File: src/rtl/fir_sample_loader.sv
// Streams 8-bit samples from a valid/ready source into the shared FIR sample memory, then kicks fir_top.
// Optional running sample checksum output enabled by defining FIR_LOADER_CHECKSUM_EN.
//
// state    | meaning
// ---------+------------------------------------------------------------
// IDLE     | waiting for cfg_go; illegal counts raise cfg_err
// LOAD     | s_ready high, each handshake is written to memory next cycle
// KICK     | last write in flight; fir_start is raised on the way out
// WAIT_FIR | waiting for fir_done from fir_top
// DONE     | job_done pulse, then back to IDLE
module fir_sample_loader #(
   parameter int ADDR_W      = 10,
   parameter int DATA_W      = 8,
   parameter int MAX_SAMPLES = 512
) (
   input  logic              clk,
   input  logic              rst,
   input  logic              cfg_go,
   input  logic [ADDR_W-1:0] cfg_base_addr,
   input  logic [ADDR_W-1:0] cfg_count,
   input  logic              s_valid,
   input  logic [DATA_W-1:0] s_data,
   output logic              s_ready,
   output logic              mem_we,
   output logic [ADDR_W-1:0] mem_addr,
   output logic [DATA_W-1:0] mem_wdata,
   output logic              fir_start,
   input  logic              fir_done,
   output logic              busy,
   output logic              job_done,
   output logic              cfg_err,
   output logic [ADDR_W-1:0] loaded_count
`ifdef FIR_LOADER_CHECKSUM_EN
   ,
   output logic [15:0]       checksum
`endif
);

   typedef enum logic [2:0] {
      ST_IDLE,
      ST_LOAD,
      ST_KICK,
      ST_WAIT_FIR,
      ST_DONE
   } state_t;

   localparam logic [ADDR_W:0] MAX_CNT = (ADDR_W+1)'(MAX_SAMPLES);

   state_t              state;
   logic [ADDR_W-1:0]   base_q;
   logic [ADDR_W-1:0]   count_q;

   logic                cfg_legal;
   logic                handshake;
   logic [ADDR_W-1:0]   next_count;
   logic [ADDR_W-1:0]   wr_addr;
   logic                last_sample;

   assign cfg_legal   = (cfg_count != '0) && ({1'b0, cfg_count} <= MAX_CNT);
   assign handshake   = s_valid && s_ready;
   assign next_count  = loaded_count + ADDR_W'(1);
   // Natural ADDR_W-bit overflow gives the silent wrap past the top of memory.
   assign wr_addr     = base_q + loaded_count;
   assign last_sample = (next_count == count_q);

`ifdef FIR_LOADER_CHECKSUM_EN
   logic [15:0] sample_ext;
   assign sample_ext = {{(16-DATA_W){s_data[DATA_W-1]}}, s_data};
`endif

   always_ff @(posedge clk) begin
      if (rst) begin
         state        <= ST_IDLE;
         base_q       <= '0;
         count_q      <= '0;
         s_ready      <= 1'b0;
         mem_we       <= 1'b0;
         mem_addr     <= '0;
         mem_wdata    <= '0;
         fir_start    <= 1'b0;
         busy         <= 1'b0;
         job_done     <= 1'b0;
         cfg_err      <= 1'b0;
         loaded_count <= '0;
`ifdef FIR_LOADER_CHECKSUM_EN
         checksum     <= '0;
`endif
      end else begin
         mem_we    <= 1'b0;
         fir_start <= 1'b0;
         job_done  <= 1'b0;

         case (state)
            ST_IDLE: begin
               if (cfg_go) begin
                  if (cfg_legal) begin
                     cfg_err      <= 1'b0;
                     loaded_count <= '0;
                     base_q       <= cfg_base_addr;
                     count_q      <= cfg_count;
                     s_ready      <= 1'b1;
                     busy         <= 1'b1;
                     state        <= ST_LOAD;
`ifdef FIR_LOADER_CHECKSUM_EN
                     checksum     <= '0;
`endif
                  end else begin
                     cfg_err <= 1'b1;
                  end
               end
            end

            ST_LOAD: begin
               if (handshake) begin
                  mem_we       <= 1'b1;
                  mem_addr     <= wr_addr;
                  mem_wdata    <= s_data;
                  loaded_count <= next_count;
`ifdef FIR_LOADER_CHECKSUM_EN
                  checksum     <= checksum + sample_ext;
`endif
                  if (last_sample) begin
                     s_ready <= 1'b0;
                     state   <= ST_KICK;
                  end
               end
            end

            // The final write is on the bus during KICK, so the start pulse lands one cycle later.
            ST_KICK: begin
               fir_start <= 1'b1;
               state     <= ST_WAIT_FIR;
            end

            ST_WAIT_FIR: begin
               if (fir_done) begin
                  job_done <= 1'b1;
                  state    <= ST_DONE;
               end
            end

            ST_DONE: begin
               busy  <= 1'b0;
               state <= ST_IDLE;
            end

            default: begin
               s_ready <= 1'b0;
               busy    <= 1'b0;
               state   <= ST_IDLE;
            end
         endcase
      end
   end

endmodule

File: config.mk
export PLATFORM = sky130hd
export DESIGN_NAME = fir_sample_loader
export DESIGN_NICKNAME = d
export VERILOG_FILES = /design/src/rtl/fir_sample_loader.sv
export SDC_FILE = /design/constraint.sdc
export NUM_CORES = 1
export LEC_CHECK = 0
export BUFFER_PORTS_ARGS = -buffer_cell sky130_fd_sc_hd__clkbuf_2
export CORE_ASPECT_RATIO = 1.5
export CORE_MARGIN = 1
export CORE_UTILIZATION = 54
export CTS_CLUSTER_DIAMETER = 60
export DETAILED_ROUTE_END_ITERATION = 10
export HOLD_SLACK_MARGIN = 0.12
export PLACE_DENSITY = 0.8
export REMOVE_ABC_BUFFERS = 1
export SYNTH_ARGS = -nofsm -noshare
export SYNTH_HDL_FRONTEND = slang
export SYNTH_SLANG_ARGS = --single-unit
File: constraint.sdc
create_clock -name clk -period 2.6 [get_ports clk]
set_input_delay 0.39 -clock clk [delete_from_list [all_inputs] [get_ports clk]]
set_output_delay 0.39 -clock clk [all_outputs]
set_load 0.03 [all_outputs]
; After elaboration in Yosys (flattened, before gate mapping)
; Cells that the tools add are included.
[totals]
elab_cells = 65
reg_bits = 57
inputBits = 33
output_inout_bits = 34
[classes]
n_addsub = 2
n_bitwise = 4
n_reduce_logical = 16
order_cmp = 1
muxes = 20
eq_ne = 10
[op_table]
columns = op, n
row1 = two-way mux 10 bit, 3
row2 = case mux 10 bit (2 select lines), 1
row3 = two-way mux 3 bit, 5
row4 = case mux 3 bit (4 select lines), 1
row5 = adder 10 x 1 -> 10 bit (second input constant), 1
row6 = adder 10 bit, 1
row7 = equality test 10 bit, 1
row8 = less-or-equal comparator 10 bit (second input constant), 1
row9 = != test 2 bit (second input constant), 5
row10 = AND reduction 5 bit, 2
row11 = nonzero test 10 bit, 1
row12 = two-way mux 1 bit, 8
row13 = equality test 3 x 2 -> 1 bit (second input constant), 2
row14 = AND reduction 3 bit, 2
row15 = OR reduction 3 bit, 2
row16 = inverter 1 bit, 4
row17 = AND reduction 2 bit, 2
row18 = AND reduction 4 bit, 1
row19 = OR reduction 2 bit, 2
row20 = equality test 3 x 1 -> 1 bit (second input constant), 1
row21 = equality test 3 bit (second input constant), 1
row22 = logical NOT 3 bit, 1
row23 = case mux 1 bit (3 select lines), 1
row24 = logical AND 1 bit, 2
row25 = other kinds (2), 2

; Longest topological paths before layout
[logic_depth]
depth_word = 5
ltp_mapped = 8
mapped_depth_nobuf = 8

; Worst setup path after synthesis
; No wires, ideal clock.
[synth_timing]
kind = flip-flop to flip-flop
from = register loaded_count[0]
to = register mem_addr[8]
t_arrival_ns = 2.005
required_ns = 2.521
setup_ns = 0.079
period_less_slack_ns = 2.084
path_slack_ns = 0.516
stages_incl_launch_ff = 9
cell_sequence = dfxtp_1 -> ha_1 -> inv_1 -> fa_1 -> nor2b_1 -> o21a_1 -> o21ai_0 -> a211o_1 -> o211ai_1
[synth_via]
elab_chain_len = 1
[synth_lines]
columns = element, line_no
row1 = start: declaration, 32  ; output logic [ADDR_W-1:0] loaded_count
row2 = start signal: assignment, 118  ; loaded_count <= next_count;
row3 = adder 10 bit, 63  ; assign wr_addr = base_q + loaded_count;
row4 = end signal: assignment, 116  ; mem_addr <= wr_addr;
row5 = end: declaration, 25  ; output logic [ADDR_W-1:0] mem_addr,
; Every way passes these cells.
; A chain may end at the register's enable or synchronous reset.

; Worst setup path after layout
[layout_timing]
from = register loaded_count[0]
to = register s_ready
[layout_via]
elab_chain_len = 4
[layout_lines]
columns = element, line_no
row1 = adder 10 x 1 -> 10 bit, 61  ; assign next_count = loaded_count + ADDR_W'(1);
row2 = equality test 10 bit, 64  ; assign last_sample = (next_count == count_q);
row3 = != test 2 bit (no source line), n/a
row4 = AND reduction 5 bit (no source line), n/a
row5 = end signal: assignment, 76  ; s_ready <= 1'b0;
row6 = end signal: assignment, 101  ; s_ready <= 1'b1;
row7 = end signal: assignment, 123  ; s_ready <= 1'b0;
row8 = end: declaration, 23  ; output logic s_ready,
; Every way passes these cells.

==> flow_summary.rst <==
.. list-table::
   :header-rows: 1

   * - Metric
     - Value
   * - Worst vdd rail ir drop
     - between 700 and 800 µV
   * - Fmax
     - 455 MHz
   * - Number of gates resized after cts
     - 0
   * - Count of H-tree levels built during CTS
     - 3
   * - Ports
     - 67
   * - Detailed-route wire length per cell
     - 15.5 µm
   * - Synthesis-to-layout area growth
     - 18.9%
   * - DRC violations left
     - 0
   * - GRT Resource Usage Total
     - 0.270
   * - Slew Limit Headroom
     - 0.652
   * - Number of enable flip-flop cells after synthesis
     - 0
   * - Count of inserted antenna diode cells
     - 0
   * - Critical Path AT
     - 2430 ps
   * - Result of the run
     - complete, no violations
   * - Distinct cells, synth
     - 55
   * - Maximum number of pins on one net before global-route repair
     - 28
   * - Syn. warnings
     - 0
   * - Number of synthesized register bits
     - 57
   * - Area of the die
     - 0.00582 mm²
   * - Instance area after placement
     - about 0.0034 mm²
   * - Die span in x
     - 62.6 µm
   * - Post-Synthesis Cells
     - between 300 and 400
   * - Area of the core region
     - between 0.005 and 0.006 mm²
   * - Critical Path Sink Type
     - flip-flop
   * - Residual antenna-violating net count after detailed routing
     - 0
   * - Highest fanout seen on the critical path
     - 9
   * - Power density over the cells
     - roughly 540 mW/mm²
   * - Clock slew at reported path FFs
     - 60 ps
   * - Proportion of layout cells with a drive suffix above 1
     - 0.248
   * - Clock Sinks
     - 57
   * - Maximum buffer depth of the clock tree
     - 2
   * - Quantity of I/O buffers inserted on ports
     - 66
   * - Cell area after layout
     - 0.00354 mm²
   * - Max Clock Skew
     - 6.15 ps
   * - Setup TNS
     - 0 ps
   * - CP required
     - 2830 ps
   * - First-iteration detailed-routing DRC count
     - 186
   * - Global-route wire length before repair
     - between 10000 and 15000 µm
   * - Synthesized area divided by synthesized cell count
     - a little under 9 µm²
   * - Total wirelength of the detailed-routed design
     - 7370 µm
   * - Leakage power total
     - between 1 and 1.5 nW
   * - Final hold vios
     - 0
   * - Min Clock Period, post-route
     - approximately 2200 ps
   * - Total iterations of the first detailed-routing run
     - 4
   * - Vertical die dimension
     - roughly 93 µm
   * - Sort of element at the start of the critical path
     - flip-flop
   * - Root buffer selected by CTS
     - sky130_fd_sc_hd__clkbuf_8
   * - Hold bufs inserted after CTS
     - 0
   * - Number of buffers inserted by post-CTS setup repair
     - 0
   * - Critical path class
     - reg -> reg
   * - Transition at the pin with the smallest max-transition slack
     - between 500 and 600 ps
   * - Area of the mapped netlist
     - 0.00298 mm²
   * - Layout net count
     - approximately 450
   * - Clock tree from TritonCTS
     - done
   * - Cell Rows
     - 32
   * - Clock network latency to the later pin of the worst-skew pair
     - roughly 340 ps
   * - Placer congestion estimate
     - 0.829
   * - Critical path cell sequence
     - ha_1 > nand2b_1 > o211a_1 > o32ai_1 > o221ai_1 > o21ba_1
   * - Unrepaired setup endpoints after global routing
     - false
   * - Number of antenna violations at the first check in global routing
     - 0
   * - Total number of vias
     - roughly 2700
   * - Share of the core filled with cells in the final layout
     - 0.676
   * - Most used DFF post-synth
     - sky130_fd_sc_hd__dfxtp_1
   * - FFs w/ async S/R, synth
     - 0
   * - Final slew viol count
     - 0
   * - Total half-perimeter wirelength after legalization and detailed placement
     - slightly above 5000 µm
   * - Remaining global-route overflow
     - 0
   * - Via count of the first global-routing pass
     - 2602
   * - Vias per Instance
     - around 5.7
   * - Number of buffers inserted during clock tree synthesis
     - 9
   * - Cell at the slowest stage of the critical path
     - sky130_fd_sc_hd__dfxtp_1
   * - Sequential area share after synthesis
     - 0.383
   * - Starting density of the core
     - 0.568
   * - Period utilisation layout
     - 0.845
   * - Final number of setup-violating endpoints
     - 0
   * - MaxCap Viol Count
     - 0
   * - Worst Hold Class
     - in -> reg
   * - Maximum single-stage delay on the critical path
     - 530 ps
==> layout make-up <==
class | count | area (µm²)
Clock buffer | 13 | 149
Clock inverter | 3 | 40.0
Fill cell | 442 | 1700
Inverter | 6 | 22.5
Multi-Input combinational cell | 253 | 1700
Sequential cell | 57 | 1140
Tap cell | 68 | 85.1
Timing Repair Buffer | 76 | 405
==> Yosys cell counts, types with 2 or more instances <==
| cell | count | area [µm²] |
|---|---|---|
| sky130_fd_sc_hd__o2111ai_1 | 3 | 26.3 |
| sky130_fd_sc_hd__o21a_1 | 5 | 37.5 |
| sky130_fd_sc_hd__nor2_1 | 36 | 135 |
| sky130_fd_sc_hd__o21ai_0 | 16 | 80.1 |
| sky130_fd_sc_hd__xnor2_1 | 10 | 87.6 |
| sky130_fd_sc_hd__nand3_1 | 11 | 55.1 |
| sky130_fd_sc_hd__a211oi_1 | 2 | 15.0 |
| sky130_fd_sc_hd__o211ai_1 | 5 | 37.5 |
| sky130_fd_sc_hd__nand2_1 | 34 | 128 |
| sky130_fd_sc_hd__a31oi_1 | 7 | 43.8 |
| sky130_fd_sc_hd__a311oi_2 | 6 | 90.1 |
| sky130_fd_sc_hd__mux2i_1 | 19 | 190 |
| sky130_fd_sc_hd__buf_6 | 3 | 33.8 |
| sky130_fd_sc_hd__nand2b_1 | 4 | 25.0 |
| sky130_fd_sc_hd__ha_1 | 10 | 125 |
| sky130_fd_sc_hd__a211o_1 | 2 | 17.5 |
| sky130_fd_sc_hd__o31ai_1 | 3 | 22.5 |
| sky130_fd_sc_hd__a21oi_1 | 22 | 110 |
| sky130_fd_sc_hd__buf_4 | 4 | 30.0 |
| sky130_fd_sc_hd__or4_1 | 2 | 15.0 |
| sky130_fd_sc_hd__or3_1 | 3 | 18.8 |
| sky130_fd_sc_hd__xor2_1 | 5 | 43.8 |
| sky130_fd_sc_hd__a21o_1 | 3 | 22.5 |
| sky130_fd_sc_hd__clkbuf_1 | 7 | 26.3 |
| sky130_fd_sc_hd__and3_1 | 7 | 43.8 |
| sky130_fd_sc_hd__dfxtp_1 | 57 | 1140 |
| sky130_fd_sc_hd__buf_2 | 5 | 25.0 |
| sky130_fd_sc_hd__nor4_1 | 5 | 31.3 |
| sky130_fd_sc_hd__o221ai_1 | 2 | 17.5 |
| sky130_fd_sc_hd__inv_1 | 6 | 22.5 |
| sky130_fd_sc_hd__nor3_1 | 6 | 30.0 |
| sky130_fd_sc_hd__nand3b_1 | 2 | 15.0 |
==> logic make-up after synthesis <==
| group | count (synthesis) | share of synthesized area |
|---|---|---|
| flip-flops | 57 | 0.383 |
| AO/OA/AOI/OAI | 83 | 0.195 |
| XOR/XNOR | 15 | 0.0441 |
| multiplexers | 19 | 0.0638 |
| buffers and inverters | 25 | 0.0462 |
| AND/OR/NAND/NOR | 125 | 0.219 |
| adder cells (fa/ha/maj) | 11 | 0.0487 |
==> registers in the layout (all words and copies together), names as in the netlist <==
| name | flops |
|---|---|
| state | 3 |
| fir_start | 1 |
| job_done | 1 |
| loaded_count | 10 |
| mem_we | 1 |
| mem_wdata | 8 |
| base_q | 10 |
| count_q | 10 |
| cfg_err | 1 |
| mem_addr | 10 |
| busy | 1 |
| s_ready | 1 |
==> metrics by stage <==
step	worst slack (ps)	hold slack [ps]	power (mW)	instances
floorplan	186	458	1.03	316
global placement	467	440	1.10	460
detailed placement	432	446	1.11	460
CTS	416	261	1.91	476
global route	228	261	1.98	476
finish	403	273	1.91	476
==> report_power, final <==
group	internal, mW	switching, mW
clock network	0.467	0.347
logic	0.0743	0.105
registers	0.895	0.0177
==> critical path, delay by kind of cell, from the launching register on <==
| family | cells | cell delay (ps) |
|---|---|---|
| AND/OR/NAND/NOR | 1 | 110 |
| adder cells (fa/ha/maj) | 1 | 310 |
| flip-flops | 1 | 530 |
| AO/OA/AOI/OAI | 4 | 1140 |
==> metal layers <==
metal / routed length, µm / track usage
met5: 0 / 0
met4: 126 / 0.134
met3: 386 / 0.0890
met2: 3780 / 0.459
met1: 3080 / 0.300
==> path summary, 6_finish.rpt <==
kind	slack (ps)	to	startpoint	cells past startpoint
setup / recovery	400	s_ready$_SDFFE_PP0P_	loaded_count[0]$_SDFFE_PP0P_	6
hold / removal	270	mem_wdata[2]$_SDFFE_PP0P_	s_data[2]	3
setup reg to reg	400	s_ready$_SDFFE_PP0P_	loaded_count[0]$_SDFFE_PP0P_	6
hold reg to reg	460	mem_addr[3]$_SDFFE_PP0P_	mem_addr[3]$_SDFFE_PP0P_	2
==> placed cells by master, fill, tap and decap left out, types with 3 or more instances in the layout <==
cell / Yosys / final
sky130_fd_sc_hd__clkbuf_2: 0 / 66
sky130_fd_sc_hd__dfxtp_1: 57 / 57
sky130_fd_sc_hd__nor2_1: 36 / 36
sky130_fd_sc_hd__nand2_1: 34 / 34
sky130_fd_sc_hd__a21oi_1: 22 / 22
sky130_fd_sc_hd__mux2i_1: 19 / 19
sky130_fd_sc_hd__o21ai_0: 16 / 16
sky130_fd_sc_hd__nand3_1: 11 / 11
sky130_fd_sc_hd__xnor2_1: 10 / 10
sky130_fd_sc_hd__ha_1: 10 / 10
sky130_fd_sc_hd__clkbuf_8: 0 / 10
sky130_fd_sc_hd__buf_4: 4 / 10
sky130_fd_sc_hd__and3_1: 7 / 7
sky130_fd_sc_hd__a31oi_1: 7 / 7
sky130_fd_sc_hd__inv_1: 6 / 6
sky130_fd_sc_hd__nor3_1: 6 / 6
sky130_fd_sc_hd__a311oi_2: 6 / 6
sky130_fd_sc_hd__nor4_1: 5 / 5
sky130_fd_sc_hd__o21a_1: 5 / 5
sky130_fd_sc_hd__o211ai_1: 5 / 5
sky130_fd_sc_hd__xor2_1: 5 / 5
sky130_fd_sc_hd__nand2b_1: 4 / 4
sky130_fd_sc_hd__a21o_1: 3 / 3
sky130_fd_sc_hd__or3_1: 3 / 3
sky130_fd_sc_hd__o2111ai_1: 3 / 3
sky130_fd_sc_hd__o31ai_1: 3 / 3
sky130_fd_sc_hd__clkbuf_1: 7 / 3
Note: power is estimated with default switching activity, not from simulation.
